File: config.mk
export PLATFORM = sky130hd
export DESIGN_NAME = bcd_seg_scanner
export DESIGN_NICKNAME = d
export VERILOG_FILES = /design/src/rtl/seg7_pkg.sv /design/src/rtl/bcd_to_seg7.sv /design/src/rtl/bcd_seg_scanner.sv
export SDC_FILE = /design/constraint.sdc
export NUM_CORES = 1
export LEC_CHECK = 0
export BUFFER_PORTS_ARGS = -buffer_cell sky130_fd_sc_hd__buf_2
export CAP_MARGIN = 10
export CORE_MARGIN = 2
export CORE_UTILIZATION = 35
export DETAILED_ROUTE_END_ITERATION = 10
export GPL_TIMING_DRIVEN = 0
export PLACE_DENSITY_LB_ADDON = 0.2
export SYNTH_ARGS = -nofsm -noshare
export SYNTH_HDL_FRONTEND = slang
export SYNTH_HIERARCHICAL = 1
export SYNTH_SLANG_ARGS = --single-unit
File: constraint.sdc
create_clock -name clk -period 2.85 [get_ports clk]
set_input_delay 0.4275 -clock clk [delete_from_list [all_inputs] [get_ports clk]]
set_output_delay 0.4275 -clock clk [all_outputs]
set_load 0.01 [all_outputs]
File: src/rtl/seg7_pkg.sv
// Shared 7-segment encodings and slot timing helpers for the display scanner.
// Segment order is {g,f,e,d,c,b,a}, active-high.
package seg7_pkg;

   localparam logic [6:0] SEG_0    = 7'h3F;
   localparam logic [6:0] SEG_1    = 7'h06;
   localparam logic [6:0] SEG_2    = 7'h5B;
   localparam logic [6:0] SEG_3    = 7'h4F;
   localparam logic [6:0] SEG_4    = 7'h66;
   localparam logic [6:0] SEG_5    = 7'h6D;
   localparam logic [6:0] SEG_6    = 7'h7D;
   localparam logic [6:0] SEG_7    = 7'h07;
   localparam logic [6:0] SEG_8    = 7'h7F;
   localparam logic [6:0] SEG_9    = 7'h6F;
   localparam logic [6:0] SEG_DASH = 7'h40;
   localparam logic [6:0] SEG_OFF  = 7'h00;

   function automatic int slot_div(input int clk_hz, input int scan_hz);
      return clk_hz / scan_hz;
   endfunction

endpackage

File: src/rtl/bcd_to_seg7.sv
// Combinational BCD nibble to active-high segment pattern; non-decimal codes
// render as a dash, and blank forces every segment off.
module bcd_to_seg7
   import seg7_pkg::*;
(
   input  logic [3:0] nibble,
   input  logic       blank,
   output logic [6:0] pattern
);

   always_comb begin
      pattern = SEG_OFF;
      if (!blank) begin
         case (nibble)
            4'd0:    pattern = SEG_0;
            4'd1:    pattern = SEG_1;
            4'd2:    pattern = SEG_2;
            4'd3:    pattern = SEG_3;
            4'd4:    pattern = SEG_4;
            4'd5:    pattern = SEG_5;
            4'd6:    pattern = SEG_6;
            4'd7:    pattern = SEG_7;
            4'd8:    pattern = SEG_8;
            4'd9:    pattern = SEG_9;
            default: pattern = SEG_DASH;
         endcase
      end
   end

endmodule

File: src/rtl/bcd_seg_scanner.sv
// Time-multiplexed 6-digit 7-segment driver with leading-zero blanking,
// ghost-blanking gap per slot and frame-aligned (tear-free) value updates.
module bcd_seg_scanner
   import seg7_pkg::*;
#(
   parameter int CLK_HZ         = 50000000,
   parameter int SCAN_HZ        = 1000,
   parameter int BLANK_CYC      = 16,
   parameter bit SEG_ACTIVE_LOW = 1'b1,
   parameter bit DIG_ACTIVE_LOW = 1'b1
) (
   input  logic        clk,
   input  logic        rst_n,
   input  logic [23:0] bcd_in,
   input  logic        bcd_valid,
   input  logic        blank_lz,
   output logic [6:0]  seg,
   output logic        dp,
   output logic [5:0]  dig_sel,
   output logic        frame_start
);

   localparam int DIV   = slot_div(CLK_HZ, SCAN_HZ);
   localparam int CNT_W = (DIV > 1) ? $clog2(DIV) : 1;
   localparam logic [CNT_W-1:0] CNT_MAX   = CNT_W'(DIV - 1);
   localparam logic [CNT_W-1:0] BLANK_END = CNT_W'(BLANK_CYC);
   localparam logic [6:0] SEG_INV = SEG_ACTIVE_LOW ? 7'h7F : 7'h00;
   localparam logic       DP_INV  = SEG_ACTIVE_LOW;
   localparam logic [5:0] DIG_INV = DIG_ACTIVE_LOW ? 6'h3F : 6'h00;

   generate
      if (DIV < BLANK_CYC + 2) begin : g_div_check
         $error("bcd_seg_scanner: slot of %0d cycles too short for %0d blank cycles", DIV, BLANK_CYC);
      end
   endgenerate

   logic [CNT_W-1:0] cnt_p0;
   logic [2:0]       idx_p0;
   logic [23:0]      shadow;
   logic [23:0]      display;
   logic             pending;
   logic             slot_wrap;
   logic             frame_wrap;
   logic [5:0]       lz_blank;
   logic [3:0]       nib_sel;
   logic             blk_sel;
   logic [6:0]       pat;

   assign slot_wrap  = (cnt_p0 == CNT_MAX);
   assign frame_wrap = slot_wrap && (idx_p0 == 3'd5);

   // Stage p0: prescaler, digit index and frame-aligned display capture
   always_ff @(posedge clk or negedge rst_n) begin
      if (!rst_n) begin
         cnt_p0      <= '0;
         idx_p0      <= '0;
         shadow      <= '0;
         display     <= '0;
         pending     <= 1'b0;
         frame_start <= 1'b0;
      end else begin
         frame_start <= frame_wrap;
         if (slot_wrap) begin
            cnt_p0 <= '0;
            idx_p0 <= frame_wrap ? 3'd0 : idx_p0 + 3'd1;
         end else begin
            cnt_p0 <= cnt_p0 + 1'b1;
         end
         if (bcd_valid)
            shadow <= bcd_in;
         // A strobe coinciding with the wrap bypasses the shadow so it is not lost
         if (frame_wrap && (pending || bcd_valid)) begin
            display <= bcd_valid ? bcd_in : shadow;
            pending <= 1'b0;
         end else if (bcd_valid) begin
            pending <= 1'b1;
         end
      end
   end

   always_comb begin
      lz_blank    = '0;
      lz_blank[5] = blank_lz && (display[23:20] == 4'd0);
      lz_blank[4] = lz_blank[5] && (display[19:16] == 4'd0);
      lz_blank[3] = lz_blank[4] && (display[15:12] == 4'd0);
      lz_blank[2] = lz_blank[3] && (display[11:8] == 4'd0);
   end

   always_comb begin
      nib_sel = display[3:0];
      blk_sel = 1'b0;
      case (idx_p0)
         3'd1: nib_sel = display[7:4];
         3'd2: begin nib_sel = display[11:8];  blk_sel = lz_blank[2]; end
         3'd3: begin nib_sel = display[15:12]; blk_sel = lz_blank[3]; end
         3'd4: begin nib_sel = display[19:16]; blk_sel = lz_blank[4]; end
         3'd5: begin nib_sel = display[23:20]; blk_sel = lz_blank[5]; end
         default: ;
      endcase
   end

   bcd_to_seg7 u_dec (
      .nibble  (nib_sel),
      .blank   (blk_sel),
      .pattern (pat)
   );

   // Stage p1: registered outputs, polarity applied only here
   always_ff @(posedge clk or negedge rst_n) begin
      if (!rst_n) begin
         seg     <= SEG_INV;
         dp      <= DP_INV;
         dig_sel <= DIG_INV;
      end else if (cnt_p0 < BLANK_END) begin
         seg     <= SEG_INV;
         dp      <= DP_INV;
         dig_sel <= DIG_INV;
      end else begin
         seg     <= pat ^ SEG_INV;
         dp      <= (idx_p0 == 3'd1) ^ DP_INV;
         dig_sel <= (6'b000001 << idx_p0) ^ DIG_INV;
      end
   end

endmodule
# ---- Word level (Yosys, flattened, before mapping)
# Memories as Yosys holds them, arrays and structs flattened.
# Cells that the tools add are included.
dict set report totals {
  ram_bits 0
  romBits 112
  register_bits 83
  output_inout_bits 15
  input_bits 28
  latch_bits 0
  mem_count 1
}
dict set report classes {
  shifts 1
  n_addsub 2
  div 0
  n_mux 11
  eq_ne 6
  n_reduce_logical 12
  n_lt_le_gt_ge 1
  bitwise 3
  n_mul 0
}
# memory depth width read_ports rd_ports_with_merged_regs write_ports line_no
set mem_list {}
lappend mem_list {{(name not given)} 16 7 1 0 0 bcd_to_seg7.sv:14} ;# case (nibble)
# operator count
set ops {}
lappend ops {{two-way mux 24 bit} 1}
lappend ops {{one-hot mux 4 bit (5 select lines)} 1}
lappend ops {{adder 16 x 1 -> 16 bit, second input constant} 1}
lappend ops {{equality test 16 bit, second input constant} 1}
lappend ops {{logical NOT 4 bit} 4}
lappend ops {{< comparator 16 x 5 -> 1 bit, second input constant} 1}
lappend ops {{two-way mux 16 bit} 1}
lappend ops {{two-way mux 7 bit} 2}
lappend ops {{NOT 7 bit} 1}
lappend ops {{equality test 3 x 2 -> 1 bit, second input constant} 2}
lappend ops {{equality test 3 bit, second input constant} 2}
lappend ops {{logical AND 1 bit} 6}
lappend ops {{two-way mux 6 bit} 1}
lappend ops {{NOT 6 bit} 1}
lappend ops {{left shift 1 x 3 -> 6 bit, first input constant} 1}
lappend ops {{one-hot mux 1 bit (4 select lines)} 1}
lappend ops {{adder 3 x 1 -> 3 bit, second input constant} 1}
lappend ops {{equality test 3 x 1 -> 1 bit, second input constant} 1}
lappend ops {{two-way mux 1 bit} 3}
lappend ops {{two-way mux 3 bit} 1}
lappend ops {{nonzero test 2 bit} 1}
lappend ops {{logical OR 1 bit} 1}
lappend ops {{NOT 1 bit} 1}

# ---- Depth between registers and ports, before layout
dict set report depth {
  word_depth 9
  depth_mapped 14
  depth_no_buf 12
}

# ---- Hierarchy
# The synthesis kept the hierarchy.
# mod seq_area_each_um2 area_each_um2 cells_each n_inst
set modules_own_cells {}
lappend modules_own_cells {bcd_seg_scanner 2068.2 3623.5 270 1}
lappend modules_own_cells {bcd_to_seg7 0.0 215.2 33 1}

# ---- Worst setup path after synthesis
# OpenSTA, ideal clock, no wires.
dict set report synth_path {
  kind {register to register}
  start {register idx_p0[1]}
  end {register seg[1]}
  slack_ns 0.483
  stages_incl_launch_ff 15
  arrival_time_ns 2.280
  cell_sequence {dfrtp_1 -> inv_1 -> ha_1 -> clkbuf_1 -> and2_1 -> clkbuf_1 -> a222oi_1 -> o21ai_0 -> mux2_2 -> inv_1 -> ha_1 -> nor2_1 -> nor2_1 -> nor2_1 -> nand2_1}
}
dict set report synth_between {
  elab_chain_cells 6
  elab_cells_between_ends 11
}
# element line_no
set synth_lines {}
lappend synth_lines {{start, declared} bcd_seg_scanner.sv:38} ;# logic [2:0] idx_p0;
lappend synth_lines {{start signal, assigned} bcd_seg_scanner.sv:65} ;# idx_p0 <= frame_wrap ? 3'd0 : idx_p0 + 3'd1;
lappend synth_lines {{equality test 3 bit (tied with other cells)} bcd_seg_scanner.sv:92} ;# case (idx_p0)
lappend synth_lines {{one-hot mux 4 bit (5 select lines) (*)} bcd_seg_scanner.sv:92}
lappend synth_lines {{net nib_sel[1]} bcd_seg_scanner.sv:45} ;# logic [3:0] nib_sel;
lappend synth_lines {{memory (16 x 7 bit) (*)} n/a}
lappend synth_lines {{two-way mux 7 bit (*)} bcd_to_seg7.sv:13} ;# if (!blank) begin
lappend synth_lines {{net pat[1]} bcd_seg_scanner.sv:47} ;# logic [6:0] pat;
lappend synth_lines {{NOT 7 bit (no line) (*)} n/a}
lappend synth_lines {{two-way mux 7 bit (*)} bcd_seg_scanner.sv:114} ;# end else if (cnt_p0 < BLANK_END) begin
lappend synth_lines {{end signal, assigned} bcd_seg_scanner.sv:119} ;# seg <= pat ^ SEG_INV;
lappend synth_lines {{end, declared} bcd_seg_scanner.sv:17} ;# output logic [6:0] seg,
# The timed path passes the listed nets; every way through them passes the cells marked *.
# A chain may end at the register's enable or synchronous reset.

# ---- Final worst setup path
# Same ends and word-level chain as after synthesis.

==> impl_metrics.csv <==
group,metric,value,unit
clocking,clock-sinks,82,
drt,vias_per_cell,4.90,
logic_synthesis,synth_cell_types,45,
worst_hold_path,hp-class,"primary input to async pin",
die,dieArea,0.0118,mm2
critical_path,worst_ep_required_time,3120,ps
clocking,path_clk_slew,80,ps
power,combPwrFrac,7.6,%
drt,vias,2447,
power,p_clk_share,37.5,%
power,intPower,1.77,mW
power,power,2.26,mW
sta,hold_slack,1.71,ps
sta,hold_viol,0,
layout,postLayoutCellArea,0.00445,mm2
critical_path,critPathBufInv,3,
layout,fin_cells,499,
critical_path,cp_slowest_cell,"dfrtp_1",
clocking,cts_made_buffers,9,
logic_synthesis,synth_compound_area_share,5.51,%
critical_path,cpMostUsedCell,"nor2_1",
logic_synthesis,synth_area,0.00384,mm2
logic_synthesis,synth.largest_area_cell,"dfrtp_1",
outcome,status,"finished, final reports clean",
layout,antennaDiodeCount,0,
clocking,worstSkewPairLatency,350,ps
layout,drive_gt1_share,40.1,%
power,vdd_drop_max,0.187,mV
run,maxCapViolCount,0,
sta,skew,8.29,ps
die,core_region_area,0.0108,mm2
drt,first_iter_violations,140,
drt,ant_nets,0,
die,die_y,109,um
logic_synthesis,synth_edf_count,0,
sta,setup_slack,315,ps
global_route,grtUsageTotal,14.2,%
sta,worstMarginPinSlew,517,ps
critical_path,critical-path-max-stage-delay,390,ps
global_route,grt_pass1_wl,12800,um
placement,place_area,0.00425,mm2
power,switchingPower,499,uW
drt,drc,0,
logic_synthesis,async_reset_ff_share,100,%
sta,finalSetupTns,0,ps
critical_path,endpoint_kind,"flop",
logic_synthesis,yosysWarningCount,6,
die,ios,43,
sta,drv_slew,0,
logic_synthesis,synth_fa_ha_area_share,3.59,%
logic_synthesis,synth_cells,303,
critical_path,start_kind,"flop",
logic_synthesis,synth-seq-cells,82,
logic_synthesis,ys_seq_area_share,53.9,%
die,start_util,35.6,%
global_route,antenna_found_initial,0,
power,swShare,22.1,%
placement,dp_cells,485,
logic_synthesis,synth_top_family_by_area,"multiplexers",
logic_synthesis,ys.flop_type,"dfrtp_1",
logic_synthesis,synthTopCellsByArea,"dfrtp_1 45%, mux2_2 9.4%, dfstp_2 8.9%, mux2_4 7.8%, ha_1 3.6%",
global_route,grt_start_max_net_pins,55,
logic_synthesis,synth-xor-area-share,2.97,%
placement,io_buffer_count,41,
logic_synthesis,synth.top_cell.area_share,45.0,%
critical_path,cp_max_fo,10,
drt,wirelength,7450,um
clocking,cts_tree,"yes",
layout,final_core_util,41.2,%
sta,max_freq,395,MHz
clocking,cts.path.max_buffers,2,
critical_path,cp_cell_sequence,"inv_1 > ha_1 > clkbuf_1 > and2_4 > a222oi_1 > o21ai_0 > mux2_2 > inv_1 > ha_1 > nor2_1 > nor2_1 > nor2_1 > nand2_1",
sta,rsz0062_at_grt,"false",
clocking,postCtsSetupRepairBufs,0,
clocking,ctsHtreeMaxLevel,3,
placement,dp_hpwl,5280,um
clocking,clock-root-buffer,"clkbuf_8",
sta,post-route-min-period,2530,ps
critical_path,worstPathArrival,2810,ps
layout,area_delta_synth_final,15.8,%
logic_synthesis,synthMuxAreaShare,17.2,%
global_route,first_global_vias,2530,
drt,drtPass1Iterations,5,
power,p_per_area,509,mW/mm2
placement,pre_cts_slack,76.4,ps
layout,nets,393,
power,seqPwrFrac,54.9,%
placement,gp_congestion,0.742,
die,rows,38,
sta,finalSetupViolations,0,
logic_synthesis,avgSynthCellArea,12.7,um2
logic_synthesis,synth_fp_nets,342,
die,die_x,109,um
critical_path,crit_family,"simple AND/OR/NAND/NOR gates",
sta,post-route-period-util,88.9,%
sta,maxSlewHeadroom,65.5,%
critical_path,critPathKind,"flop to flop",
drt,wl_per_cell,14.9,um
logic_synthesis,synthSimpleGateAreaFrac,12.7,%
power,leakage,2.06,nW
global_route,overflow,0,
## flip-flops by register name, indices dropped and copies added, names as in the netlist
register     count
display         24
pending          1
idx_p0           3
frame_start      1
cnt_p0          16
seg              7
dig_sel          6
shadow          24
## Yosys cell counts, types with 3 or more instances
library cell / count
and2_1: 3
dfrtp_1: 69
clkbuf_1: 5
o21ai_1: 3
nor2_1: 19
and3_1: 3
mux2_4: 20
xor2_1: 8
xnor2_1: 5
ha_1: 11
nand2_1: 23
mux2_2: 32
inv_1: 7
a22oi_1: 5
nor3_1: 4
a222oi_1: 4
nand4_1: 5
dfstp_2: 13
o21ai_0: 9
buf_6: 4
nor4_1: 5
o31ai_1: 3
nand3_1: 11
a21oi_1: 5
## cells in the final DEF, fill, tap and decap left out, drive strengths merged, types with 2 or more instances in the layout
cell and instances:
nor2 19, clkbuf 18, nand3 11, nor3 5, nor4 6, mux2 52, dfrtp 69, ha 11
nand2 24, xor2 8, a21oi 6, o31ai 3, o21ai 12, inv 8, nand4 6, or4 2
a222oi 4, and3 3, dfstp 13, a22oi 5, xnor2 5, or3 3, and2 4, nor2b 2
nand2b 2, and4 3, buf 51
## final cells by class
class / count / area [um2]
tap: 140 / 175
clock inverter: 2 / 35.0
multi-input combinational: 198 / 1620
buffer: 13 / 121
clock buffer: 14 / 163
fill: 1014 / 6350
inverter: 8 / 30.0
sequential: 82 / 2070
timing repair buffer: 42 / 235
## worst paths after layout
path / startpoint / end / cells past startpoint / slack (ps)
worst min register to register: cnt_p0[0]$_DFF_PN0_ / cnt_p0[0]$_DFF_PN0_ / 1 / 490
worst max-delay path: idx_p0[1]$_DFFE_PN0N_ / seg[1]$_DFF_PN1_ / 13 / 320
worst min-delay path: rst_n / shadow[9]$_DFF_PN0_ / 1 / 2
worst max register to register: idx_p0[1]$_DFFE_PN0N_ / seg[1]$_DFF_PN1_ / 13 / 320
min in group clk: bcd_in[23] / shadow[23]$_DFF_PN0_ / 2 / 320
max in group asynchronous: rst_n / dig_sel[5]$_DFF_PN1_ / 2 / 2210
## power by group through the flow
stage / clock [mW] / combinational (mW) / sequential, mW
floorplan: 0 / 0.0980 / 1.26
global placement: 0 / 0.168 / 1.26
detailed placement: 0 / 0.176 / 1.27
CTS: 0.884 / 0.177 / 1.24
global route: 0.939 / 0.195 / 1.25
finish: 0.850 / 0.171 / 1.24
## metal layers
layer | share of wire (%) | vias to the layer above | track usage, %
met3 | 4.5 | 8 | 4.30
met1 | 49 | 1220 | 20.0
met2 | 45 | 49 | 20.3
li1 | - | 1170 | -
met4 | 1.4 | 0 | 5.86
met5 | 0 | - | 0
## kinds of logic after synthesis
kind of cell,count (synthesis)
buffers and inverters,23
flip-flops,82
adder cells (fa/ha/maj),11
AO/OA/AOI/OAI,32
multiplexers,52
XOR/XNOR,13
AND/OR/NAND/NOR,90
## what timing repair did
action | 4_1_cts | 5_1_grt
resized for setup | 0 | 4
hold buffers | 0 | 0
endpoints found under the setup margin | 0 | 7
endpoints found under the hold margin | 0 | 0
Note: power is estimated with default switching activity, not from simulation.
